--- src/rtl/light_ct_serializer.sv ---
// light_ct_serializer: captures one {hmac, ciphertext} record per handshake and streams it out LSB-first as fixed-width beats.
module light_ct_serializer #(
  parameter int CT_WIDTH  = 640,
  parameter int OUT_WIDTH = 128
) (
  input  logic                 clk,
  input  logic                 rst,
  input  logic [CT_WIDTH-1:0]  in_ciphertext,
  input  logic [127:0]         in_hmac,
  input  logic                 in_val,
  output logic                 in_rdy,
  output logic [OUT_WIDTH-1:0] out_data,
  output logic                 out_last,
  output logic                 out_val,
  input  logic                 out_rdy,
  output logic [31:0]          rec_count
);
  localparam int REC_W = CT_WIDTH + 128;
  localparam int NUM_BEATS = REC_W / OUT_WIDTH;
  localparam int IDX_W = NUM_BEATS > 1 ? $clog2(NUM_BEATS) : 1;
  localparam logic [IDX_W-1:0] PEN_IDX = IDX_W'(NUM_BEATS > 1 ? NUM_BEATS - 2 : 0);
  typedef enum logic {IDLE, SEND} state_t;
  state_t            state;
  logic [IDX_W-1:0]  beat_idx;
  logic [REC_W-1:0]  rec;
  logic              take;
  logic              done;
  if (REC_W % OUT_WIDTH != 0) begin : g_bad_width
    $error("light_ct_serializer: CT_WIDTH+128 must be a multiple of OUT_WIDTH");
  end
  // Record is shifted down each beat so the current beat always sits in the low slice.
  assign out_data = rec[OUT_WIDTH-1:0];
  assign out_val  = state == SEND;
  assign done     = out_val && out_rdy && out_last;
  assign in_rdy   = state == IDLE || done;
  assign take     = in_val && in_rdy;
  always_ff @(posedge clk or posedge rst) begin
    if (rst) begin
      state     <= IDLE;
      beat_idx  <= '0;
      rec       <= '0;
      rec_count <= '0;
      out_last  <= 1'b0;
    end else begin
      if (done) rec_count <= rec_count + 32'd1;
      if (take) begin
        state    <= SEND;
        rec      <= {in_hmac, in_ciphertext};
        beat_idx <= '0;
        out_last <= NUM_BEATS == 1;
      end else if (done) begin
        state    <= IDLE;
        out_last <= 1'b0;
      end else if (out_val && out_rdy) begin
        rec      <= rec >> OUT_WIDTH;
        beat_idx <= beat_idx + 1'b1;
        out_last <= beat_idx == PEN_IDX;
      end
    end
  end
endmodule
--- config.mk ---
export PLATFORM = sky130hd
export DESIGN_NAME = light_ct_serializer
export DESIGN_NICKNAME = d
export VERILOG_FILES = /design/src/rtl/light_ct_serializer.sv
export SDC_FILE = /design/constraint.sdc
export NUM_CORES = 2
export LEC_CHECK = 0
export CAP_MARGIN = 15
export CORE_AREA = 2 2 365 367
export DETAILED_ROUTE_END_ITERATION = 8
export DIE_AREA = 0 0 367 369
export PLACE_DENSITY = 0.52
export SLEW_MARGIN = 20
export SYNTH_ARGS = -nofsm -noshare
export SYNTH_HDL_FRONTEND = slang
export SYNTH_SLANG_ARGS = --single-unit
export TNS_END_PERCENT = 100
--- constraint.sdc ---
create_clock -name clk -period 49.1 [get_ports clk]
set_clock_uncertainty 0.2 [all_clocks]
set_input_delay 9.82 -clock clk [delete_from_list [all_inputs] [get_ports clk]]
set_output_delay 9.82 -clock clk [all_outputs]
set_load 0.02 [all_outputs]
# Word level (Yosys, flattened, before mapping)
# Index checks and enable logic that the tools add are counted.
word_totals:
  ff_bits: 805
  wordCells: 29
classes:
  eq_ne: 2
  n_bitwise: 1
  reduce_logical: 8
  addsub: 2
  muxes: 11
op_table:
  columns: ["op", "count"]
  rows:
  - ["$mux 768", 3]
  - ["$add 32x1->32 const B", 1]
  - ["$mux 3", 3]
  - ["$mux 1", 5]
  - ["$reduce_bool 2->1", 2]
  - ["$add 3x1->3 const B", 1]
  - ["$eq 3x3->1 const B", 1]
  - ["$logic_and 1x1->1", 3]
  - ["$reduce_bool 3->1", 1]
  - ["$ne 2x2->1 const B", 1]
  - ["$reduce_and 2->1", 1]
  - ["$logic_or 1x1->1", 1]
  - ["$not 1->1", 1]

# Depth between registers and ports, before layout
depth:
  depth_word: 6
  ltp_mapped: 8
  ltp_nobuf: 6

# Least setup slack after synthesis
# OpenSTA, ideal clock, no wires.
synth_timing:
  path_kind: "input -> output"
  startpoint: "input out_rdy"
  endpoint: "output in_rdy"
  stages: 2
  setup_slack_ps: 28864
  arrival_ps: 10216
  t_required_ps: 39080
  cell_sequence: "buf_2 > a21bo_2"
synth_via:
  elab_chain_len: 3
synth_rtl:
  columns: ["item", "line_no", "rtl"]
  rows:
  - ["start: declaration", "15", "input logic out_rdy,"]
  - ["$logic_and 1x1->1 (2 in a row)", "34", "assign done = out_val && out_rdy && out_last;"]
  - ["$logic_or 1x1->1", "35", "assign in_rdy = state == IDLE || done;"]
  - ["end: declaration", "11", "output logic in_rdy,"]
# Every way passes these cells.

# Worst setup path after layout
# Same ends and word-level chain as after synthesis.

==> summary.json <==
{
  "grt": {
    "grt_start_max_net_pins": 244,
    "globalRouteTotalUtil_pct": 19.32,
    "via_count_of_the_first_global_routing_pass": 31250,
    "initial_antenna_violation_count": 73,
    "grt_overflow": 0,
    "grt_pass1_wl_mm": 200.3
  },
  "min_path": {
    "worst_hold_startpoint": "rec_count[31]",
    "hold_path_class": "flop to flop"
  },
  "floorplan": {
    "floorplan.die.width_um": 367,
    "effective_utilization_at_floorplan_pct": 27.57,
    "floorplan.die_area_sq_um": 135400,
    "design.core.area_sq_um": 131100,
    "boundaryPins": 935,
    "placementRows": 133,
    "die_height_um": 369
  },
  "cts": {
    "cts-htree-levels": 3,
    "clkLatencyLatePin_ps": 700,
    "clock_tree_from_tritoncts": "done",
    "clock_sink_count": 805,
    "clock_tree.buffer_depth": 3,
    "inserted_clock_buffers": 99,
    "count_of_buffers_added_by_post_cts_timing_repair_for_setup": 0,
    "cts_repair_resize_count": 0,
    "cts-root-buf": "clkbuf_16",
    "cts.reportedPaths.clkPinSlew_ps": 60,
    "postCtsHoldBufs": 0
  },
  "worst_setup_path": {
    "buf_inv_on_cp": 2,
    "critical-path-max-stage-delay_ps": 800,
    "cp-end-kind": "primary output",
    "arrival_ps": 11680,
    "path_max_fanout": 8,
    "worst-endpoint-required_ps": 39080,
    "cp_max_delay_cell": "clkdlybuf4s50_1",
    "crit_path_frequent_cell": "clkdlybuf4s50_1",
    "worstReg2RegStart": "out_val",
    "worst_setup_path_startpoint": "out_rdy",
    "worst_setup_path_category": "input port to primary output",
    "chain_of_cells_forming_the_critical_path": "clkdlybuf4s50_1 -> a21bo_2 -> clkdlybuf4s50_1",
    "worst_setup_path_start_kind": "input port",
    "worst_path_dominant_cell_family": "buffers and inverters"
  },
  "layout": {
    "layout.cells.most_common": "nand2_1",
    "commonest_non_fill_non_tap_cells_in_the_layout": "1,551 x nand2_1, 934 x clkdlybuf4s50_1, 805 x dfrtp_1, 645 x nor2_1, 639 x a31oi_1",
    "layout-area-overhead-vs-synth_pct": 36.07,
    "fillers": 13790,
    "drive_gt1_share_pct": 4.092,
    "nNetsFinal": 5712,
    "final_util_pct": 37.51
  },
  "sta": {
    "maxSlewHeadroom_pct": 27.88,
    "maxSlewViolCount": 0,
    "post-route-min-period_ps": 21700,
    "final-hold-violation-count": 0,
    "worst-slew-pin-transition_ps": 1082,
    "report.final.setup_viol": 0,
    "fin_tns_setup_ps": 0,
    "fmax_ghz": 0.04609,
    "final_min_period_over_clock_period_pct": 44.19,
    "grt_setup_unrepaired": "no"
  },
  "drt": {
    "detailroute.via_count": 32160,
    "drc_errors": 0,
    "wl_mm": 135.4,
    "via_per_inst": 4.714,
    "dr.first_iter.drc_count": 3014,
    "drt.antenna.violating_nets": 0,
    "detail_route.wl_per_cell_um": 19.84,
    "number_of_search_and_repair_iterations_in_the_first_detailed_routing_pass": 5
  },
  "yosys": {
    "number_of_warnings_reported_in_the_yosys_synthesis_log": 0,
    "postSynthRegisterBits": 805,
    "syn-cell-area_sq_um": 36150,
    "ys_types": 35,
    "seq_area_frac_synth_pct": 55.73,
    "avgSynthCellArea_sq_um": 8.354,
    "synth_nets": 5102,
    "synthCells": 4327
  },
  "pwr": {
    "power-per-cell-area_nw_per_um2": 52.60,
    "cellLeakagePower_nw": 21.58,
    "ir_worst_vdd_uv": 29.85
  },
  "placed_design": {
    "portBuffers": 934,
    "routabilityCongestion": 0.8707,
    "detailed_place_hpwl_mm": 93.61
  },
  "run_status": {
    "run_status": "complete, no violations"
  },
  "run": {
    "cap_viol_max_count": 0
  }
}
==> layer usage <==
layer	track usage, %	routed length, um	up-vias
li1	-	-	15460
met1	24.71	57110	15640
met2	30.16	64940	844
met3	5.515	9085	197
met4	8.875	4107	24
met5	0	145	-
==> registers in the layout, indices dropped and copies added, names as in the netlist <==
name,count
rec,768
rec_count,32
beat_idx,3
out_last,1
out_val,1
==> final timing paths <==
kind / to / slack (ps) / depth (start not counted)
max: in_rdy / 27400 / 3
min: rec_count[31] / 270 / 1
max reg2reg: rec[332] / 44000 / 7
min reg2reg: rec_count[31] / 270 / 1
max in group asynchronous: rec[67] / 35610 / 6
min in group asynchronous: rec[242] / 9450 / 2
==> report_power, final <==
group	leakage [nW]	total [mW]	internal [mW]	switching, mW
Clock	1.63	0.753	0.451	0.302
Combinational	9.39	0.810	0.328	0.481
Sequential	10.5	1.02	0.894	0.130
Total	21.6	2.59	1.67	0.913
==> metrics by stage <==
| step | total power [mW] | cell area [sq um] | hold WS [ps] | worst slack (ps) | instances |
|---|---|---|---|---|---|
| 3_3_place_gp | 1.836 | 45720 | 260.4 | 27450 | 6591 |
| 5_1_grt | 2.758 | 49180 | 298.9 | 27410 | 6820 |
| 4_1_cts | 2.621 | 49040 | 273.1 | 27430 | 6765 |
| 2_1_floorplan | 1.589 | 36150 | 259.6 | 16470 | 4327 |
| 3_5_place_dp | 1.852 | 45720 | 259.8 | 27440 | 6591 |
| 6_report | 2.587 | 49190 | 269.2 | 27400 | 6823 |
==> worst reg2reg max path: cells and delay by family, from the launching register on <==
| kind | cells | cell delay, ps |
|---|---|---|
| flops | 1 | 620 |
| simple gates | 2 | 860 |
| compound gates | 1 | 190 |
| buf+inv | 4 | 3160 |
==> kinds of logic (layout without fill, tap and decap cells) <==
family	Yosys count	in the layout	synth area share, %
multiplexers	1	1	0.03115
XOR/XNOR	32	32	0.7754
other	0	58	0
flip-flops	805	805	55.73
buffers and inverters	469	1152	6.629
AO/OA/AOI/OAI	645	645	11.17
AND/OR/NAND/NOR	2372	2372	25.56
adder cells (fa/ha/maj)	3	3	0.1039
==> final cells by class <==
type / count / area (sq um) / area share [%]
antenna: 58 / 145.1 / 0.2951
sequential: 805 / 20140 / 40.95
inverter: 8 / 37.54 / 0.07631
tap: 1755 / 2196 / 4.464
clock buffer: 140 / 2851 / 5.797
timing repair buffer: 970 / 9711 / 19.74
multi-input combinational: 3053 / 13630 / 27.71
clock inverter: 34 / 470.5 / 0.9565
==> synth_stat cells <==
| cell type | n | share of area [%] |
|---|---|---|
| and4_1 | 5 | 0.12 |
| and2_1 | 2 | 0.035 |
| nand3_1 | 138 | 1.9 |
| mux2_2 | 1 | 0.031 |
| nor3_2 | 1 | 0.028 |
| ha_1 | 3 | 0.10 |
| and3b_2 | 1 | 0.028 |
| buf_2 | 118 | 1.6 |
| o21ai_0 | 1 | 0.014 |
| nand4_4 | 1 | 0.059 |
| nand4b_1 | 1 | 0.024 |
| or4_1 | 1 | 0.021 |
| xor2_1 | 13 | 0.31 |
| buf_1 | 19 | 0.20 |
| nor4_4 | 2 | 0.12 |
| clkbuf_1 | 195 | 2.0 |
| nand2_1 | 1552 | 16 |
| a31oi_1 | 639 | 11 |
| nor3_1 | 7 | 0.097 |
| nand2b_1 | 1 | 0.017 |
| o31ai_1 | 1 | 0.021 |
| nand4_2 | 1 | 0.035 |
| nor4_1 | 3 | 0.052 |
| or2_2 | 1 | 0.017 |
| or4_4 | 1 | 0.031 |
| dfrtp_1 | 805 | 56 |
| buf_6 | 1 | 0.031 |
| nand4_1 | 9 | 0.16 |
| a21oi_1 | 2 | 0.028 |
| inv_1 | 8 | 0.083 |
| a22oi_1 | 1 | 0.021 |
| a21bo_2 | 1 | 0.028 |
| buf_4 | 128 | 2.7 |
| xnor2_1 | 19 | 0.46 |
| nor2_1 | 645 | 6.7 |
No activity file was read; power rests on OpenSTA's default activity.
